[config.mk]
export PLATFORM = sky130hd
export DESIGN_NAME = mem_arbiter
export DESIGN_NICKNAME = d
export VERILOG_FILES = /design/src/rtl/mem_sys_pkg.sv /design/src/rtl/mem_arb_pick.sv /design/src/rtl/mem_arbiter.sv
export SDC_FILE = /design/constraint.sdc
export NUM_CORES = 1
export LEC_CHECK = 0
export ABC_CLOCK_PERIOD_IN_PS = 1300
export CAP_MARGIN = 20
export CELL_PAD_IN_SITES_DETAIL_PLACEMENT = 1
export CELL_PAD_IN_SITES_GLOBAL_PLACEMENT = 2
export CORE_MARGIN = 5
export CORE_UTILIZATION = 19
export DETAILED_ROUTE_END_ITERATION = 10
export PLACE_DENSITY = 0.76
export SKIP_LAST_GASP = 1
export SYNTH_ARGS = -nofsm -noshare
export SYNTH_HDL_FRONTEND = slang
export SYNTH_HIERARCHICAL = 1
export SYNTH_SLANG_ARGS = --single-unit
export TNS_END_PERCENT = 30
[constraint.sdc]
create_clock -name clk -period 1.3 [get_ports clk]
set_clock_uncertainty 0.2 [all_clocks]
set_input_delay 0.13 -clock clk [delete_from_list [all_inputs] [get_ports clk]]
set_output_delay 0.13 -clock clk [all_outputs]
set_load 0.02 [all_outputs]
[src/rtl/mem_sys_pkg.sv]
// Shared definitions for the memory arbiter: bus/map defaults, the response
// state encoding, and the meaning of the last-granted flag.
package mem_sys_pkg;

  localparam int          DATA_WIDTH_DEF = 32;
  localparam logic [31:0] RAM_BASE_DEF   = 32'h1000_0000;

  // Response state: which port (if any) receives a response this cycle.
  typedef enum logic [1:0] {
    IDLE    = 2'd0,
    RESP_IF = 2'd1,
    RESP_DM = 2'd2
  } resp_state_e;

  // Encoding of the last-granted flag.
  localparam logic LAST_IF = 1'b0;
  localparam logic LAST_DM = 1'b1;

endpackage

[src/rtl/mem_arb_pick.sv]
// Request selection for the memory arbiter. It turns two requests plus the
// last-granted flag into a one-hot grant (bit 0 = IF, bit 1 = DM).
//
// Build option MEM_ARB_ROUND_ROBIN_EN:
//   defined   - on a collision the port that was not granted last wins
//   undefined - fixed priority, DM always wins a collision
module mem_arb_pick
  import mem_sys_pkg::*;
(
  input  logic       if_req,
  input  logic       dm_req,
  input  logic       last,
  output logic [1:0] gnt
);

`ifndef MEM_ARB_ROUND_ROBIN_EN
  // The last-granted flag only matters for alternation.
  logic unused_last;
  assign unused_last = last;
`endif

  // Pick at most one requester; a lone requester always wins.
  always_comb begin
    gnt = 2'b00;
    if (if_req && dm_req) begin
`ifdef MEM_ARB_ROUND_ROBIN_EN
      gnt = (last == LAST_DM) ? 2'b01 : 2'b10;
`else
      gnt = 2'b10;
`endif
    end else if (if_req) begin
      gnt = 2'b01;
    end else if (dm_req) begin
      gnt = 2'b10;
    end
  end

endmodule

[src/rtl/mem_arbiter.sv]
// Two-port memory arbiter: shares one combinational-read memory between an
// instruction-fetch port and a data port. Grants are combinational, the
// response (read data or write acknowledge) follows one cycle later.
// Writes below RAM_BASE are dropped and acknowledged with dm_err_o.
//
// Handshake: a port holds req and its inputs stable until gnt is seen high in
// the same cycle; exactly one rvalid pulse follows each grant on the next
// cycle, and a new grant may coincide with that response cycle.
//
// Build option MEM_ARB_ROUND_ROBIN_EN selects alternating collision
// resolution (see mem_arb_pick); the default is DM-first priority.
// last_o and state_o expose the arbiter and response FSM state.
module mem_arbiter
  import mem_sys_pkg::*;
#(
  parameter int                    DATA_WIDTH = DATA_WIDTH_DEF,
  parameter logic [DATA_WIDTH-1:0] RAM_BASE   = DATA_WIDTH'(RAM_BASE_DEF)
) (
  input  logic                  clk,
  input  logic                  rst_n,
  input  logic                  if_req_i,
  input  logic [DATA_WIDTH-1:0] if_addr_i,
  output logic                  if_gnt_o,
  output logic                  if_rvalid_o,
  output logic [DATA_WIDTH-1:0] if_rdata_o,
  input  logic                  dm_req_i,
  input  logic                  dm_we_i,
  input  logic [DATA_WIDTH-1:0] dm_addr_i,
  input  logic [DATA_WIDTH-1:0] dm_wdata_i,
  output logic                  dm_gnt_o,
  output logic                  dm_rvalid_o,
  output logic [DATA_WIDTH-1:0] dm_rdata_o,
  output logic                  dm_err_o,
  output logic                  mem_we_o,
  output logic [DATA_WIDTH-1:0] mem_addr_o,
  output logic [DATA_WIDTH-1:0] mem_wdata_o,
  input  logic [DATA_WIDTH-1:0] mem_rdata_i,
  output logic                  last_o,
  output resp_state_e           state_o
);

  logic [1:0]            pick_gnt;
  logic                  gnt_if;
  logic                  gnt_dm;
  logic                  dm_to_rom;
  logic                  last_q;
  resp_state_e           state_q;
  resp_state_e           state_d;
  logic [DATA_WIDTH-1:0] addr_q;
  logic [DATA_WIDTH-1:0] wdata_q;
  logic [DATA_WIDTH-1:0] rdata_q;
  logic                  err_q;

  mem_arb_pick u_pick (
    .if_req (if_req_i),
    .dm_req (dm_req_i),
    .last   (last_q),
    .gnt    (pick_gnt)
  );

  // Reset blocks grants combinationally so nothing is issued while held.
  assign gnt_if    = rst_n & pick_gnt[0];
  assign gnt_dm    = rst_n & pick_gnt[1];
  assign dm_to_rom = (dm_addr_i < RAM_BASE);

  assign if_gnt_o = gnt_if;
  assign dm_gnt_o = gnt_dm;

  // Memory bus: granted port drives it, otherwise the last values are held.
  always_comb begin
    mem_we_o    = 1'b0;
    mem_addr_o  = addr_q;
    mem_wdata_o = wdata_q;
    if (gnt_if) begin
      mem_addr_o = if_addr_i;
    end else if (gnt_dm) begin
      mem_addr_o  = dm_addr_i;
      mem_wdata_o = dm_wdata_i;
      mem_we_o    = dm_we_i & ~dm_to_rom;
    end
  end

  // Response FSM next state: driven purely by this cycle's grant.
  always_comb begin
    state_d = IDLE;
    if (gnt_if) begin
      state_d = RESP_IF;
    end else if (gnt_dm) begin
      state_d = RESP_DM;
    end
  end

  // Response FSM state register.
  always_ff @(posedge clk or negedge rst_n) begin
    if (!rst_n) begin
      state_q <= IDLE;
    end else begin
      state_q <= state_d;
    end
  end

  // Capture read data / error flag, held bus values and last-granted port.
  always_ff @(posedge clk or negedge rst_n) begin
    if (!rst_n) begin
      last_q  <= LAST_DM;
      addr_q  <= '0;
      wdata_q <= '0;
      rdata_q <= '0;
      err_q   <= 1'b0;
    end else if (gnt_if) begin
      last_q  <= LAST_IF;
      addr_q  <= if_addr_i;
      rdata_q <= mem_rdata_i;
      err_q   <= 1'b0;
    end else if (gnt_dm) begin
      last_q  <= LAST_DM;
      addr_q  <= dm_addr_i;
      wdata_q <= dm_wdata_i;
      rdata_q <= dm_we_i ? '0 : mem_rdata_i;
      err_q   <= dm_we_i & dm_to_rom;
    end
  end

  assign if_rvalid_o = (state_q == RESP_IF);
  assign dm_rvalid_o = (state_q == RESP_DM);
  assign if_rdata_o  = if_rvalid_o ? rdata_q : '0;
  assign dm_rdata_o  = dm_rvalid_o ? rdata_q : '0;
  assign dm_err_o    = dm_rvalid_o & err_q;
  assign last_o      = last_q;
  assign state_o     = state_q;

endmodule

==> run summary, run 1 <==
Setup repair after global routing could not meet its margin everywhere. Adder and majority gate portion of the synthesized area: 0%. Data arrives at the worst endpoint at 1580 ps. The H-tree was split into 3 levels. STA classifies the critical path startpoint as a flip-flop. The final reports fail on hold timing, setup timing.

After synthesis, the cell types taking the most area are dfrtp_1, mux2_4, and2_1. The worst setup path is captured at an output pin. Clock-pin slew was measured on the worst setup and hold paths at 70 ps. The count of placed standard cells in the final layout, fillers left out is 1047, and the mapped cell area is 4410 µm². The count of buffers added on input and output ports is 269. Once detail routing completed, the nets flagged for antenna violations numbered 0. Peak ir drop on the vdd network: 0.552 mV. For this run, the number of Yosys warnings is 6. The post-synthesis cell type with the largest combined area was dfrtp_1. The portion of the post-synthesis area used by sequential elements was 56.7%. The placed instances occupy a cell area of 8090 µm².

The signal on the critical path passes through nor2b_4, buf_6, clkbuf_16, and2_2, buf_6. For this design, the slowest cell found on the critical path is dfrtp_2. Synthesis produced a netlist whose cell count is 372. The fraction of layout cells with a size suffix above 1 is 56.8%. Number of synthesized flops with an enable pin: 0.

In this run the mean area of a mapped cell was 11.9 µm². The run gives 2341 as the number of fillers in the final layout. In this run the power density over the cells is 1070 nW/µm². For the largest net degree at the start of global routing, the log shows 61. After synthesis, the most frequently instantiated cells are dfrtp_1, and2_1, nor2_1. The clock network latency to the later pin of the worst-skew pair is 350 ps, and the cell area after layout is 9600 µm².

Fraction of power consumed by sequential logic: 36.6%. The number of synthesized register bits is 100. The slew at the pin closest to its max-slew limit came out at 805 ps. The area share of and/or/nand/nor cells after synthesis came out at 13.7%. The clock drives 100 sinks. The root buffer cell chosen for the clock tree is clkbuf_16. TritonCTS built the clock tree.

The logs give 270 for the top-level I/O count and 55 for the number of rows created at floorplan. The tools report the count of max-cap constraint violations as 0. The core outline area was 22800 µm²; the required time at the endpoint of the critical path was 970 ps. The analysis attributes to net switching a power of 3.22 mW. Fraction of power consumed by the clock network: 26.3%. The combinational group share of total power is 37.1%, and the fraction of power spent switching nets is 31.3%. The area overhead of the layout relative to synthesis works out to 118%. The horizontal die dimension came out at 162 µm. Measured against the total synthesized area, the mux share comes to 10.6%.

The number of design rule violations left after detail routing was 0. In this run the critical register-to-register path is launched from wdata_q[13]$_DFF_PN0_. The number of max-slew violations in the final report was 0. Summing internal, switching and leakage power gives 10.3 mW. The tools report the number of cells in the design after placement as 977.

At the end of routability-driven placement, the weighted congestion stood at 0.767. Biggest cell delay along the critical path: 450 ps. The run gives 4.15 nW as the static leakage power. By area, the combinational part of the netlist is dominated by compound AO/OA/AOI/OAI gates. In the global route stage, overall resource usage came out at 15.0%. Along the worst path, the maximum fanout reaches 8. Post-synthesis compound-gate area fraction: 15.3%. Using the TritonRoute via totals, the vias-per-cell ratio works out to 4.21. The run gives 1 as the initial antenna violation count. The final period demand of the worst path was 1910 ps.

The routed via count was 4407; the final wirelength was 20500 µm. Of all flip-flops after synthesis, the portion carrying an async set or reset was 100%. The number of nets in the synthesized netlist is 505. The worst setup path is of the reg2out kind.

The die outline height works out to 162 µm. The most frequent cell on the critical path is buf_6. Dividing the detail-routed wire length by the instance count gives 19.6 µm. The relative slew slack is 46.3%.

Setup violations remaining at the end of the flow were counted as 176. Die area: 26400 µm². The count of routing violations after the opening detailed-route iteration came out at 186. OpenSTA, run right after detailed placement, puts the worst setup slack at -1190 ps. The flow ran to the end, but the final reports show violations.

The run gives 80 as the final number of hold-violating endpoints. At the end of the flow, the number of nets in the layout was 861. The first detailed-routing pass took 4 iterations. The most used flip-flop cell after synthesis is dfrtp_1. The worst hold margin is -297 ps, and the maximum clock path buffer count is 2. After layout, the worst path uses 147% of the clock period.

Hold repair after CTS inserted 3 buffers. The overflow left after global routing came out at 0. dfrtp_1 is the most common cell in the netlist. The logs give 5124 for the number of global-route vias before repair and 25 for the post-synthesis cell type count. Internal power contribution: 7.09 mW.

The share of synthesized area in the top cell type comes to 56.2%. Of the total synthesized cell area, the portion taken by XOR and XNOR cells is 0%. The initial utilization of the core area, before any placement, comes to 19.4%. The path class of the tightest hold or removal check is in2async. Timing startpoint of the critical path: state_o[1]$_DFF_PN0_. The worst setup margin came out at -606 ps.

The global-route wire length before repair is 30600 µm, and the HPWL after detailed placement is 13600 µm. Static timing analysis puts the maximum clock frequency at 525 MHz. The total clock buffers created by CTS is 9.
worst max-delay path: cells and delay by family (launching register included):
family	cells	cell delay, ps
AND/OR/NAND/NOR	2	350
buffers and inverters	3	420
flip-flops	1	450
per-stage QoR:
stage	setup TNS (ps)	util, %
6_report	-63240	42.2
4_1_cts	-64430	41.5
2_1_floorplan	-14690	-
3_5_place_dp	-169710	35.5
5_1_grt	-72540	42.2
3_3_place_gp	-162870	35.5
routing by layer:
layer	GRT usage, %	up-vias	share of wire [%]
met5	0	-	0
met4	5.65	0	2.5
met3	4.15	28	7.1
met2	26.9	191	51
met1	16.9	2159	39
li1	-	2029	-
flip-flops by register name (all words and copies together), names as in the netlist:
register / cells
last_o: 1
addr_q: 32
state_o: 2
err_q: 1
wdata_q: 32
rdata_q: 32
cells in the final DEF, fill, tap and decap left out, types with 17 or more instances in the layout:
cell type | synthesis | final
o22ai_4 | 0 | 18
buf_4 | 0 | 82
dfrtp_1 | 99 | 97
nor2_1 | 34 | 34
clkdlybuf4s15_2 | 0 | 32
and2_4 | 1 | 36
mux2_4 | 28 | 32
and2_2 | 0 | 25
a22o_1 | 32 | 32
buf_12 | 0 | 17
buf_6 | 4 | 91
a21oi_2 | 0 | 31
clkdlybuf4s50_1 | 0 | 128
cells by family (layout without fill, tap and decap cells):
group | after synthesis | count (layout)
mux | 32 | 32
buf+inv | 31 | 392
flops | 100 | 100
simple gates | 109 | 109
other cells | 0 | 1
compound gates | 100 | 100
final cells by class:
class	instances	area [µm²]	area share, %
Sequential cell	100	2510	26.1
Clock buffer	10	239	2.49
Clock inverter	6	56.3	0.586
Multi-Input combinational cell	241	2330	24.3
Timing Repair Buffer	374	4060	42.2
Inverter	2	17.5	0.182
Antenna cell	1	2.50	0.0261
Tap cell	313	392	4.08
power by group through the flow:
stage	Combinational, mW	Clock (mW)	Sequential (mW)
after CTS	3.78	2.82	3.77
after global routing	4.03	2.94	3.82
after detailed placement	3.17	0	3.82
after floorplan	1.48	0	3.75
final	3.82	2.71	3.77
after global placement	3.11	0	3.80
timing repair:
action	4_1_cts	5_1_grt
buffers inserted	36	2
setup endpoints to repair	234	178
gates resized for setup	734	39
pin swaps	41	2
gates cloned	9	3
endpoints found under the hold margin	99	21
path summary, 6_finish.rpt:
check                      slack (ps)  depth (start not counted)                     to
max                              -610                          5         dm_rdata_o[19]
min                              -300                          3   addr_q[12]$_DFF_PN0_
max reg2reg                        90                          3  wdata_q[13]$_DFF_PN0_
min reg2reg                       300                          1  wdata_q[27]$_DFF_PN0_
max in group asynchronous         170                          4   state_o[1]$_DFF_PN0_
min in group clk                   70                          4    addr_q[0]$_DFF_PN0_
Power figures use the tool's default switching activity.
==> run 2: changes to the inputs <==
--- a/config.mk
+++ b/config.mk
@@ -10,9 +10,10 @@
 export CELL_PAD_IN_SITES_DETAIL_PLACEMENT = 1
 export CELL_PAD_IN_SITES_GLOBAL_PLACEMENT = 2
 export CORE_MARGIN = 5
-export CORE_UTILIZATION = 19
+export CORE_UTILIZATION = 20
+export CTS_BUF_LIST = sky130_fd_sc_hd__clkbuf_8
 export DETAILED_ROUTE_END_ITERATION = 10
-export PLACE_DENSITY = 0.76
+export PLACE_DENSITY = 0.8
 export SKIP_LAST_GASP = 1
 export SYNTH_ARGS = -nofsm -noshare
 export SYNTH_HDL_FRONTEND = slang
==> run 2 against run 1 <==
The flow still finishes with violations (hold timing, setup timing). First-iteration DRC count shrank 25%. Utilization shrank 0.38 points. Sequential cell count is the same. Register-to-register slack lost 50 ps. Sequential share of layout area grew 1.5 points. Combinational power is essentially flat. Non-clock buffer count is the same. Die area shrank 4.7%. Clock-buffer cell count is the same. Wire length shrank 0.37%. Via count grew 0.64%. Largest cell class unchanged.
==> run summary, run 2 (synthesis gave the netlist of run 1 again) <==
The die covers 25100 µm². Worst setup margin: -525 ps. The number of rows created at floorplan came out at 54.

The tools report the routed via count as 4435. Once the floorplan was initialized, standard cells occupied 20.3% of the core. For the instance area at placement, the log shows 8020 µm². The logs give 370 ps for the clock network latency to the later pin of the worst-skew pair and 2 for the maximum clock path buffer count.

The die is 159 µm wide. The repair_antennas step left the layout with diodes totalling 0. Pin placement for this block handled 270 I/O pins. CTS built an H-tree with a depth of 3.

Die outline height: 159 µm. The min-delay analysis places its worst path in the category in2reg. For the worst setup path, the data arrival time is 1500 ps.

Leaving out fill and tap cells, the most frequent cell in the layout is clkdlybuf4s50_1. The flow ran to the end, but the final reports show violations. The overflow left after global routing was 0; the area occupied by multi-input gates was 2380 µm². In this run the clock root is driven by a clkbuf_8. For this design the static power due to leakage is 4.06 nW. The largest registers in the layout are addr_q (32), rdata_q (32), wdata_q (32). In this design, the stage delay of the slowest critical-path cell is 600 ps. Global routing used 15.6% of the available tracks. Count of placed standard cells in the final layout, fillers left out: 1013. The top cell family by delay on the critical path was buffers and inverters. The critical path is of the reg2out type. The detail route stage leaves a number of antenna-violating nets equal to 0. The required time at the endpoint of the critical path was 970 ps; the number of design rule violations left after detail routing was 0.

Setup repair after global routing could not meet its margin everywhere. The fraction of layout cells with a size suffix above 1 came out at 57.6%. The number of placed instances, taps included, is 940. The wire length per cell after detailed routing works out to 20.2 µm. The final wirelength is 20400 µm. The highest achievable clock rate came out at 548 MHz. At the end of routability-driven placement, the weighted congestion stood at 0.796. The run gives 65 as the largest net degree at the start of global routing. The final reports fail on hold timing, setup timing. The first global-routing pass estimated 30000 µm of wire.

The number of buffers and inverters on the critical path is 2, and the area used by sequential logic in the layout is 2510 µm². The routed design could run at a clock period as short as 1830 ps. Buffers inserted during clock tree synthesis total 9. TritonCTS built the clock tree. The count of buffers from port buffering was 269; the count of max-cap constraint violations was 0.

The first routing iteration left 140 violations. Cells fill 41.8% of the core in the end. The final layout contains 861 nets. For the number of max-slew violations in the final report, the log shows 0. The post-route clock period utilization works out to 140%.

From synthesis to final layout, the design area changed by 106%. Cell with the biggest individual delay on the critical path: clkdlybuf4s50_1. Initial antenna violation count: 2. The cell area after layout is 9090 µm². The tools report the kind of launch point of the worst setup path as a flip-flop.

The run gives 158 as the final setup violation count. Number of fillers in the final layout: 2350. The tools report the peak ir drop on the vdd network as 0.634 mV. The worst hold margin was -33.6 ps; the via density per instance was 4.38. The largest driver fanout on the critical path is 3. The worst setup path is captured at an output pin. The first detailed-routing pass took 4 iterations. Number of global-route vias before repair: 5093.

The slew at the pin closest to its max-slew limit is 871 ps. The run gives 20 as the final number of hold-violating endpoints. The critical path goes through buf_4, clkdlybuf4s50_1. Power spread over the standard cell area amounts to 1080 nW/µm². The tools report the clock sink count as 100. The quantity of hold-fixing buffers added after cts came out at 5.

The library cells used most frequently in the layout, excluding fill and tap cells, are clkdlybuf4s50_1, dfrtp_1, buf_4, buf_6, clkbuf_2. The clock-pin slew reported for the worst setup and hold paths after clock tree synthesis is 100 ps, and the HPWL after detailed placement is 13700 µm. The run gives 41.9% as the relative slew slack.

Core outline area: 21800 µm².
-- run 2: cell types whose count changed in the layout (fill, tap and decap cells not counted), moves of 5 or more --
cell	change
o22ai_2	-5
nor2_1	-14
clkbuf_16	-12
and2_2	+16
nor2_4	+11
buf_2	+6
clkdlybuf4s15_2	-32
buf_6	-31
clkbuf_2	+53
clkbuf_8	+9
and2_4	-18
buf_4	+5
-- run 2: worst reg2reg max path: stages, from the launching register on --
cell	delay [ps]
dfrtp_1	390
nor2_1	160
a21oi_2	60
buf_4	130
buf_4	120
buf_4	120
-- run 2: per-stage QoR --
stage / total power, mW / TNS [ps] / setup WS [ps]
CTS: 9.90 / -69150 / -684
finish: 9.77 / -58700 / -525
floorplan: 5.23 / -14690 / -116
global placement: 6.88 / -164420 / -1180
global route: 10.3 / -70820 / -638
detailed placement: 6.96 / -176400 / -1200
-- run 2: repair_timing --
action	in CTS	in global routing
endpoints found under the hold margin	38	2
setup endpoints to repair	233	172
gates resized for setup	575	103
gates cloned	9	1
pin swaps	42	0
setup buffers	42	0
-- run 2: area by class of cell --
class	instances	share of cell area (%)
clock buffer	10	1.51
inverter	2	0.193
timing repair buffer	374	39.9
clock inverter	6	0.757
multi-input combinational	241	26.2
tap	280	3.85
sequential	100	27.6
-- run 2: where the power goes --
group          internal [mW]  total [mW]  leakage [nW]  switching, mW
Clock                  0.963        2.18         0.104           1.22
Combinational           2.11        3.79          2.77           1.68
Sequential              3.56        3.80          1.18          0.239
-- run 2: routing by layer --
| layer | share of wire (%) | GRT usage [%] |
|---|---|---|
| met1 | 39 | 18.2 |
| met2 | 50 | 27.6 |
| met3 | 7.9 | 5.06 |
| met4 | 2.2 | 4.26 |
| met5 | 0.10 | 0 |
-- run 2: worst paths after layout --
check                                    endpoint  slack (ps)                 start  cells past startpoint
max                                    state_o[0]        -530  state_o[0]$_DFF_PN0_                      2
min                           addr_q[1]$_DFF_PN0_         -30                 rst_n                      3
max reg2reg                   addr_q[4]$_DFF_PN0_          40   addr_q[4]$_DFF_PN0_                      5
min reg2reg                    last_o$_DFFE_PN1P_         310    last_o$_DFFE_PN1P_                      2
max in group asynchronous  rdata_q[8]$_DFFE_PN0P_        -140                 rst_n                      4
min in group asynchronous   wdata_q[31]$_DFF_PN0_         -20                 rst_n                      3
